[src/rtl/reg_dump_reader.sv]
// Walks a register file and streams each word out over a valid/ready port.
// Optional REG_DUMP_SKIP_ZERO_EN starts the walk at index 1.
module reg_dump_reader #(
  parameter int DBITS = 32,
  parameter int ABITS = 4,
  parameter int WORDS = (1 << ABITS)
) (
  input  logic             clk,
  input  logic             resetN,
  input  logic             start,
  output logic [ABITS-1:0] rdInd,
  input  logic [DBITS-1:0] rdData,
  output logic             outValid,
  input  logic             outReady,
  output logic [DBITS-1:0] outData,
  output logic [ABITS-1:0] outIdx,
  output logic             outLast,
  output logic             busy,
  output logic             done
);

  typedef enum logic [2:0] {
    S_IDLE,
    S_ISSUE,
    S_CAPTURE,
    S_SEND,
    S_DONE
  } state_t;

  localparam logic [ABITS-1:0] LAST_IDX = ABITS'(WORDS - 1);
`ifdef REG_DUMP_SKIP_ZERO_EN
  localparam logic [ABITS-1:0] FIRST_IDX = ABITS'(1);
`else
  localparam logic [ABITS-1:0] FIRST_IDX = '0;
`endif

  state_t           state_q, state_d;
  logic [ABITS-1:0] idx_q, idx_d;
  logic [DBITS-1:0] data_q, data_d;
  logic [ABITS-1:0] oidx_q, oidx_d;
  logic             last_q, last_d;
  logic             valid_q, valid_d;
  logic             busy_q, busy_d;
  logic             done_q, done_d;

  always_comb begin
    state_d = state_q;
    idx_d   = idx_q;
    data_d  = data_q;
    oidx_d  = oidx_q;
    last_d  = last_q;
    unique case (state_q)
      S_IDLE: begin
        if (start) begin
          idx_d   = FIRST_IDX;
          state_d = S_ISSUE;
        end
      end
      S_ISSUE: begin
        state_d = S_CAPTURE;
      end
      // rdData now reflects rdInd sampled at the ISSUE edge
      S_CAPTURE: begin
        data_d  = rdData;
        oidx_d  = idx_q;
        last_d  = (idx_q == LAST_IDX);
        state_d = S_SEND;
      end
      S_SEND: begin
        if (outReady) begin
          if (idx_q == LAST_IDX) begin
            state_d = S_DONE;
          end else begin
            idx_d   = idx_q + ABITS'(1);
            state_d = S_ISSUE;
          end
        end
      end
      S_DONE: begin
        idx_d   = '0;
        state_d = S_IDLE;
      end
      default: begin
        state_d = S_IDLE;
      end
    endcase
    // outputs are registered off the next state
    valid_d = (state_d == S_SEND);
    busy_d  = (state_d != S_IDLE);
    done_d  = (state_d == S_DONE);
  end

  always_ff @(posedge clk or negedge resetN) begin
    if (!resetN) begin
      state_q <= S_IDLE;
      idx_q   <= '0;
      data_q  <= '0;
      oidx_q  <= '0;
      last_q  <= 1'b0;
      valid_q <= 1'b0;
      busy_q  <= 1'b0;
      done_q  <= 1'b0;
    end else begin
      state_q <= state_d;
      idx_q   <= idx_d;
      data_q  <= data_d;
      oidx_q  <= oidx_d;
      last_q  <= last_d;
      valid_q <= valid_d;
      busy_q  <= busy_d;
      done_q  <= done_d;
    end
  end

  assign rdInd    = idx_q;
  assign outValid = valid_q;
  assign outData  = data_q;
  assign outIdx   = oidx_q;
  assign outLast  = last_q;
  assign busy     = busy_q;
  assign done     = done_q;

endmodule

[config.mk]
export PLATFORM = sky130hd
export DESIGN_NAME = reg_dump_reader
export DESIGN_NICKNAME = d
export VERILOG_FILES = /design/src/rtl/reg_dump_reader.sv
export SDC_FILE = /design/constraint.sdc
export NUM_CORES = 1
export LEC_CHECK = 0
export BUFFER_PORTS_ARGS = -buffer_cell sky130_fd_sc_hd__buf_2
export CORE_UTILIZATION = 42
export CTS_CLUSTER_DIAMETER = 40
export DETAILED_ROUTE_END_ITERATION = 16
export GPL_TIMING_DRIVEN = 0
export PLACE_DENSITY = 0.71
export SYNTH_ARGS = -nofsm -noshare
export SYNTH_HDL_FRONTEND = slang
export SYNTH_SLANG_ARGS = --single-unit
[constraint.sdc]
create_clock -name clk -period 1.98 [get_ports clk]
set_input_delay 0.099 -clock clk [delete_from_list [all_inputs] [get_ports clk]]
set_output_delay 0.099 -clock clk [all_outputs]
set_load 0.1 [all_outputs]
=== Word-level counts from Yosys, hierarchy flattened ===
Index checks and enable logic that the tools add are counted.

* Output and inout bits: 44
* Word-level logic and storage cells: 31
* Bits of input ports: 36
* Register bits: 47

* $add $sub $neg: 1
* Equal/unequal tests: 10
* Multiplexer cells: 8
* Reductions and logical operators: 4

{| class="wikitable"
|+ Operators by type and width
! operator !! count
|-
| two-way mux 4 bit || 3
|-
| one-hot mux 3 bit (4 select lines) || 1
|-
| one-hot mux 4 bit (3 select lines) || 1
|-
| equality test 3 x 2 -> 1 bit, second input constant || 3
|-
| two-way mux 3 bit || 3
|-
| equality test 3 bit, second input constant || 2
|-
| != test 2 bit, second input constant || 3
|-
| nonzero test 3 bit || 2
|-
| adder 4 x 1 -> 4 bit, second input constant || 1
|-
| equality test 4 bit, second input constant || 1
|-
| AND reduction 4 bit || 1
|-
| equality test 3 x 1 -> 1 bit, second input constant || 1
|-
| zero test 3 bit || 1
|}

=== Depth between registers and ports, before layout ===
Gate-level depths: netlist of run 1.

* Word-level depth: 5
* Mapped depth: 5
* Mapped depth without buffers: 5

=== Least setup slack after synthesis of run 1 ===
OpenSTA, ideal clock, no wires.

* Path type: flip-flop to flip-flop
* From: register idx_q[0] (netlist: rdInd[0])
* To: register idx_q[1] (netlist: rdInd[1])
* Required time: 1.853 ns
* Cell stages (with the launch flop): 6
* Path buffers: 0
* Arrival time: 1.957 ns
* Period minus slack after synthesis: 2.083 ns
* Setup time: 0.127 ns
* Slack: -0.103 ns
* Cell sequence: dfrtp_1 ha_1 nand3_1 nand2b_4 nand2_4 mux2_4

* Longest elaborated chain between the ends: 4
* Elaborated cells between the ends (all ways): 7
* Those cells by class: 1 x add/sub; 2 x eq/ne; 3 x mux; 1 x reduce/logical

{| class="wikitable"
|+ RTL lines
! item !! line !! text
|-
| from (decl) || 38 || <nowiki>logic [ABITS-1:0] idx_q, idx_d;</nowiki>
|-
| from (signal assigned) || 105 || <nowiki>idx_q <= idx_d;</nowiki>
|-
| adder 4 x 1 -> 4 bit || 74 || <nowiki>idx_d = idx_q + ABITS'(1);</nowiki>
|-
| two-way mux 4 bit || 71 || <nowiki>if (idx_q == LAST_IDX) begin</nowiki>
|-
| two-way mux 4 bit || 70 || <nowiki>if (outReady) begin</nowiki>
|-
| one-hot mux 4 bit (3 select lines) || 52 || <nowiki>unique case (state_q)</nowiki>
|}

Several ways; a longest one is shown, not always the timed one. The select of a mux whose other input is x is not followed.
A chain may end at the register's enable or synchronous reset.

=== Worst setup path after layout of run 1 ===
* From: register state_q[2]
* To: register data_q[22] (netlist: outData[22])

* Longest elaborated chain between the ends: 1

{| class="wikitable"
|+ RTL lines
! item !! line !! text
|-
| from (decl) || 37 || <nowiki>state_t state_q, state_d;</nowiki>
|-
| from (signal assigned) || 104 || <nowiki>state_q <= state_d;</nowiki>
|-
| equality test 3 x 2 -> 1 bit || 52 ||
|-
| to (signal assigned) || 106 || <nowiki>data_q <= data_d;</nowiki>
|-
| to (decl) || 39 || <nowiki>logic [DBITS-1:0] data_q, data_d;</nowiki>
|}

Every way passes these cells.

==> results of run 1 <==
logic make-up (layout without fill, tap and decap cells):
kind of cell,Yosys count,after routing,synth area share
muxes,37,37,0.249
buffers and inverters,6,93,0.0288
adders and majority gates,1,1,0.00639
DFF,47,47,0.601
and+or+nand+nor,21,21,0.0741
AOI/OAI and AO/OA,12,12,0.0409
routing by layer:
metal  vias up  routed length (um)  part of all wire  global-route usage
met5         -                   0                 0                   0
met4         0                  53             0.015              0.0667
met3         5                 216             0.061              0.0404
met2        47                1760              0.50               0.251
met1       638                1490              0.42               0.185
li1        609                   -                 -                   -
worst min-delay path by stage:
stage               startpoint           to  slack (ps)  cells after the start
floorplan               resetN         busy        -200                      0
global placement    rdData[29]  outData[29]         330                      2
detailed placement      resetN   outData[7]         330                      1
CTS                     resetN   outData[7]           6                      1
global route         rdData[1]   outData[1]          20                      2
finish                  resetN   outData[5]         -30                      1
registers in the layout, summed over array words and instances (netlist names):
register,cells
busy,1
done,1
outData,32
outIdx,4
outLast,1
outValid,1
rdInd,4
state_q,3
cell type report:
cell class	count	area (um^2)
multi-input combinational	71	726
clock inverter	2	60.1
fill	372	1860
timing repair buffer	79	395
buffer	4	48.8
sequential	47	1180
inverter	2	7.51
tap	52	65.1
clock buffer	6	72.6
placed cells by master (no fill, tap or decap), drive strengths merged:
| cell type | n |
|---|---|
| nand2b | 2 |
| ha | 1 |
| o21ai | 4 |
| and2b | 1 |
| nor2 | 8 |
| a21oi | 2 |
| dfrtp | 47 |
| inv | 2 |
| nand2 | 1 |
| bufinv | 2 |
| a32o | 1 |
| and3 | 2 |
| clkbuf | 6 |
| o2bb2ai | 1 |
| nand4b | 1 |
| nor3 | 2 |
| nand3 | 4 |
| o21bai | 1 |
| buf | 83 |
| mux2 | 37 |
| o31ai | 1 |
| a31oi | 2 |
critical path, stage by stage, from the launching register on:
cell and delay (ps):
dfrtp_1 460, nand2b_4 210, nor2_8 200, buf_6 200
mux2_2 350
stage by stage:
step,cells,util
after floorplan,124,-
after global placement,255,0.549
after detailed placement,255,0.549
after CTS,263,0.579
after global routing,263,0.579
final,263,0.579
==> summary.txt, run 1 <==
Clock tree
  – CTS clock-pin slew for the worst setup and hold paths: about 80 ps
  – Clock root buffer: clkbuf_8
  – Num CTS Buffers: 5
  – CTS max path bufs: 2
  – TritonCTS clock tree: yes
  – Clk_lat worst skew: ~290 ps
  – Post CTS Setup Buffer Count: 0
  – Hold-fix buffers, CTS: 0
  – Clock sinks: 47
  – CTS resizes: 0
  – H-Tree Depth: 2

Yosys
  – Synthesis-stage register bit count: 47
  – Async SR Flop Fraction: 1.00
  – Sequential area share after synthesis: 0.601
  – Predominant post-synthesis flop cell: dfrtp_1
  – Top post-synthesis cells by area: dfrtp_1, mux2_4, mux2_2, buf_6, nand2b_4
  – Top-count cell post-synth: dfrtp_1
  – Yosys warnings: 0
  – Leading area contributor after synthesis: dfrtp_1
  – Top cell type's share of synthesized area: 0.601
  – Gate Count Post-Synth: 124
  – Synthesized cell area: 1960 um^2
  – Avg Cell Area, Syn: around 16 um^2
  – EDFF count, synth: 0
  – Synth top cells by count: dfrtp_1, mux2_4, mux2_2, nor2_1, nand3_1
  – Synthesized Nets: 161
  – Yosys cell types: 25

STA
  – Slew Limit Fails: 0
  – Worst Max-Slew Pin Slew: 1000 ps
  – Final hold viol count: 47
  – Setup violators final: 0
  – Slew headroom: 0.333
  – Final min period: 1530 ps
  – Max Fclk: 654 MHz
  – Final period util: 0.772
  – TNS Setup: 0 ps
  – Hold slack: -28.9 ps
  – Worst setup margin: about 450 ps
  – Clock skew: 7.33 ps
  – RSZ-0062 raised after global routing: no

Run status
  – Status: finished, violations left
  – Failing checks: negative hold slack

Global routing
  – Initial antenna violation count: 0
  – GR Util All Layers: 0.152
  – Global-route wire length before repair: 5820 um
  – Vias in the first global route: 1262
  – GRT overflow: 0
  – Largest net degree at the start of global routing: 48

Die
  – Die Wd: 70.3 um
  – Initial core utilization: 0.444
  – Row count: 24
  – Die H: 70.3 um
  – Die ar.: 4940 um^2
  – Core area: 4410 um^2
  – Boundary pin count: 80

Placement
  – Pre-CTS setup slack: 453 ps
  – Placed Area: 2420 um^2
  – Port-buffer cells: 79
  – RD Place Congestion: 0.780
  – DPL Wire Length: 2530 um

Setup path
  – Worst endpoint data arrival time: 1700 ps
  – Crit Path Category: reg2reg
  – FF-to-FF setup slack: 450 ps
  – Reg2reg start: state_q[2]
  – Critical path peak fanout: 10
  – Worst reg2reg path endpoint: outData[22]
  – FF-to-FF path depth: 4
  – CP Launch Type: flop
  – Crit. End Element: flop
  – CP required: between 2000 and 2500 ps
  – Crit path to: outData[22]
  – CP Launch Point: state_q[2]

Routing
  – Iter 0 DRT Violations: 18
  – First-pass DRT Iterations: 4
  – DRC: 0
  – Routed length per placed instance: 13.4 um
  – Mean number of vias per cell: 4.94
  – Total Routed Length: 3520 um
  – Vias: 1299
  – Routed Antenna Nets: 0

Finish
  – Share of cells above drive strength 1: 0.645
  – Ant. Diodes: 0
  – Design area: 2550 um^2
  – P&R area growth vs syn: 30.5%
  – Fin nets: between 200 and 250

Worst hold path
  – Worst hold path type: in2async

Run
  – MaxCap Viol Count: 0
Power of run 1 is left out: the tool's default activity adds up to more than one toggle a clock period on the data nets, which glitch-free logic cannot reach.
==> run 2: changes to the inputs <==
--- a/config.mk
+++ b/config.mk
@@ -5,12 +5,13 @@
 export SDC_FILE = /design/constraint.sdc
 export NUM_CORES = 1
 export LEC_CHECK = 0
+export ABC_AREA = 1
 export BUFFER_PORTS_ARGS = -buffer_cell sky130_fd_sc_hd__buf_2
 export CORE_UTILIZATION = 42
 export CTS_CLUSTER_DIAMETER = 40
 export DETAILED_ROUTE_END_ITERATION = 16
 export GPL_TIMING_DRIVEN = 0
-export PLACE_DENSITY = 0.71
+export PLACE_DENSITY = 0.74
 export SYNTH_ARGS = -nofsm -noshare
 export SYNTH_HDL_FRONTEND = slang
 export SYNTH_SLANG_ARGS = --single-unit
==> constraint.sdc (replaced) <==
create_clock -name clk -period 1.3 [get_ports clk]
set_input_delay 0.065 -clock clk [delete_from_list [all_inputs] [get_ports clk]]
set_output_delay 0.065 -clock clk [all_outputs]
set_load 0.1 [all_outputs]
==> run 2 against run 1 <==
  * The run still ends with negative hold slack left
  * Core utilization rose by 8.1 points
  * Final cell count rose by 51%
  * Largest cell class unchanged
  * Sequential share of layout area down 4.9 points
  * Non-clock buffer count is 38 higher
  * Fmax grew 19%
  * Critical path depth is 5 higher
  * Via count up 41%
  * Clock skew down 3.5 ps
  * Die area fell by 2.2%
  * Global-route usage up 5.9 points
  * Register-to-register slack got worse by 440 ps
  * Critical path type unchanged
==> summary.txt, run 2 <==
Run status
  – Status: finished, violations left
  – Failing checks: negative hold slack

STA
  – Setup violators final: 0 (unchanged)
  – RSZ-0062 raised after global routing: yes
  – Slew Limit Fails: 0 (unchanged)
  – Worst Max-Slew Pin Slew: 1000 ps (+1.55 ps)
  – Final hold viol count: 47 (unchanged)
  – Final min period: 1280 ps (-244 ps)
  – Final period util: 0.988 (+0.216)
  – Worst setup margin: 15.9 ps (-436 ps)
  – Clock skew: 3.80 ps (-3.53 ps)
  – Slew headroom: 0.332 (-0.00103)
  – Hold slack: -62.3 ps (-33.3 ps)
  – Max Fclk: 779 MHz (+19%)

Die
  – Core area: 4350 um^2 (-1.4%)
  – Boundary pin count: 80 (unchanged)
  – Row count: 24 (unchanged)
  – Die Wd: 69.5 um (-1.1%)
  – Die H: 69.5 um (-1.1%)
  – Die ar.: 4830 um^2 (-2.2%)
  – Initial core utilization: 0.439 (-0.00423)

Placement
  – DPL Wire Length: 2900 um (+15%)
  – Port-buffer cells: 79 (unchanged)
  – Pre-CTS setup slack: -19.8 ps (-473 ps)
  – RD Place Congestion: 0.864 (+11%)

Routing
  – First-pass DRT Iterations: 6 (+2)
  – DRC: 0 (unchanged)
  – Mean number of vias per cell: 4.64 (-6.1%)
  – Routed Antenna Nets: 0 (unchanged)
  – Vias: 1837 (+41%)
  – Total Routed Length: 4710 um (+34%)
  – Iter 0 DRT Violations: 76 (+58)
  – Routed length per placed instance: 11.9 um (-11%)

Setup path
  – FF-to-FF path depth: 9 (+5)
  – CP Launch Point: rdInd[1]
  – Crit path to: rdInd[0]
  – Critical path peak fanout: 5 (-5)
  – Crit. End Element: flop
  – Reg2reg start: rdInd[1]
  – Worst reg2reg path endpoint: rdInd[0]
  – CP required: 1490 ps (-670 ps)
  – Crit Path Category: reg2reg
  – FF-to-FF setup slack: 20 ps (-440 ps)
  – CP Launch Type: flop
  – Worst endpoint data arrival time: 1470 ps (-230 ps)

Yosys
  – Synthesized Nets: 259 (+61%)
  – Synth top cells by count: nand2_1, dfrtp_1, inv_1, nand3_1, nor2_1
  – Yosys warnings: 0 (unchanged)
  – Gate Count Post-Synth: 222 (+79%)
  – Avg Cell Area, Syn: 8.62 um^2 (-45%)
  – Synthesized cell area: 1910 um^2 (-2.3%)
  – Sequential area share after synthesis: 0.615 (+0.0141)
  – Top post-synthesis cells by area: dfrtp_1, nand2_1, nand3_1, inv_1, nand2_2
  – Top cell type's share of synthesized area: 0.615 (+0.0141)
  – Leading area contributor after synthesis: dfrtp_1
  – EDFF count, synth: 0 (unchanged)
  – Async SR Flop Fraction: 1.00 (unchanged)
  – Yosys cell types: 18 (-28%)
  – Top-count cell post-synth: nand2_1
  – Synthesis-stage register bit count: 47 (unchanged)
  – Predominant post-synthesis flop cell: dfrtp_1

Worst hold path
  – Worst hold path type: in2async

Finish
  – Commonest cells after routing, fill and taps aside: nand2_1, buf_2, dfrtp_1
  – P&R area growth vs syn: 50.2%
  – Share of cells above drive strength 1: 0.355 (-0.290)
  – Fin nets: 380 (+54%)
  – Max FFs per register: 32 (unchanged)
  – Most common cell after layout, fill and taps aside: nand2_1
  – Ant. Diodes: 0 (unchanged)

Clock tree
  – H-Tree Depth: 2 (unchanged)
  – Clk_lat worst skew: 290 ps (about the same)
  – Clock root buffer: clkbuf_8
  – TritonCTS clock tree: yes
  – Num CTS Buffers: 5 (unchanged)
  – CTS clock-pin slew for the worst setup and hold paths: 80 ps (about the same)
  – CTS max path bufs: 2 (unchanged)
  – Clock sinks: 47 (unchanged)

Run
  – MaxCap Viol Count: 0 (unchanged)

Global routing
  – GR Util All Layers: 0.211 (+0.0588)
  – Largest net degree at the start of global routing: 48 (unchanged)
  – Global-route wire length before repair: 8020 um (+38%)
  – GRT overflow: 0 (unchanged)
  – Initial antenna violation count: 0 (unchanged)
  – Vias in the first global route: 1862 (+48%)
## run 2: cell count changes after synthesis, moves of 7 or more
cell / change
nand3_1: +7
inv_1: +9
mux2_4: -19
nand2_1: +124
mux2_2: -18
## run 2: cells by family after synthesis
| family | after synthesis | share of synthesized area |
|---|---|---|
| and+or+nand+nor | 150 | 0.322 |
| DFF | 47 | 0.615 |
| buffers and inverters | 22 | 0.0517 |
| AOI/OAI and AO/OA | 2 | 0.00523 |
| adders and majority gates | 1 | 0.00654 |
## run 2: worst min-delay path by stage
| stage | endpoint | cells past startpoint |
|---|---|---|
| CTS | outData[26] | 1 |
| floorplan | busy | 0 |
| global route | outData[28] | 1 |
| finish | outData[26] | 1 |
| global placement | outData[7] | 3 |
| detailed placement | outData[0] | 3 |
## run 2: final cells by class
type / instances / area, um^2
Fill cell: 354 / 1480
Sequential cell: 47 / 1190
Timing Repair Buffer: 114 / 738
Multi-Input combinational cell: 153 / 701
Clock buffer: 7 / 76.3
Tap cell: 52 / 65.1
Inverter: 15 / 58.8
Buffer: 7 / 42.5
Clock inverter: 1 / 5.00
## run 2: repair_timing
| action | in CTS | in global routing |
|---|---|---|
| gates resized for setup | 2 | 11 |
| hold endpoints to repair | 79 | 0 |
| hold buffers | 32 | 0 |
| setup buffers | 3 | 0 |
| setup endpoints to repair | 5 | 35 |
| pin swaps | 2 | 5 |
## run 2: routing by layer
metal / global-route usage / vias to the layer above / wire length [um]
met2: 0.352 / 71 / 2330
met4: 0.0884 / 0 / 84
met3: 0.0581 / 11 / 297
met5: 0 / - / 0
met1: 0.256 / 845 / 2000
li1: - / 910 / -
## run 2: metrics by stage
step | util | hold slack, ps | cell area (um^2) | setup TNS, ps | cells
floorplan | - | -231 | 1950 | -872 | 222
global placement | 0.553 | 257 | 2410 | 0 | 353
detailed placement | 0.553 | 264 | 2410 | -46.5 | 353
CTS | 0.651 | -14.1 | 2840 | 0 | 396
global route | 0.660 | 21.8 | 2870 | -255 | 396
finish | 0.660 | -62.3 | 2870 | 0 | 396
## run 2: critical path: stages, from the launching register on
cell and delay [ps]:
dfrtp_4 510, ha_4 170, nand2_2 60, inv_2 50
nand2_4 70, nand2_4 50, nand2_4 90, nand2_4 70
nand2_2 70, nand2_2 40
Power of run 2 is left out for the same reason.
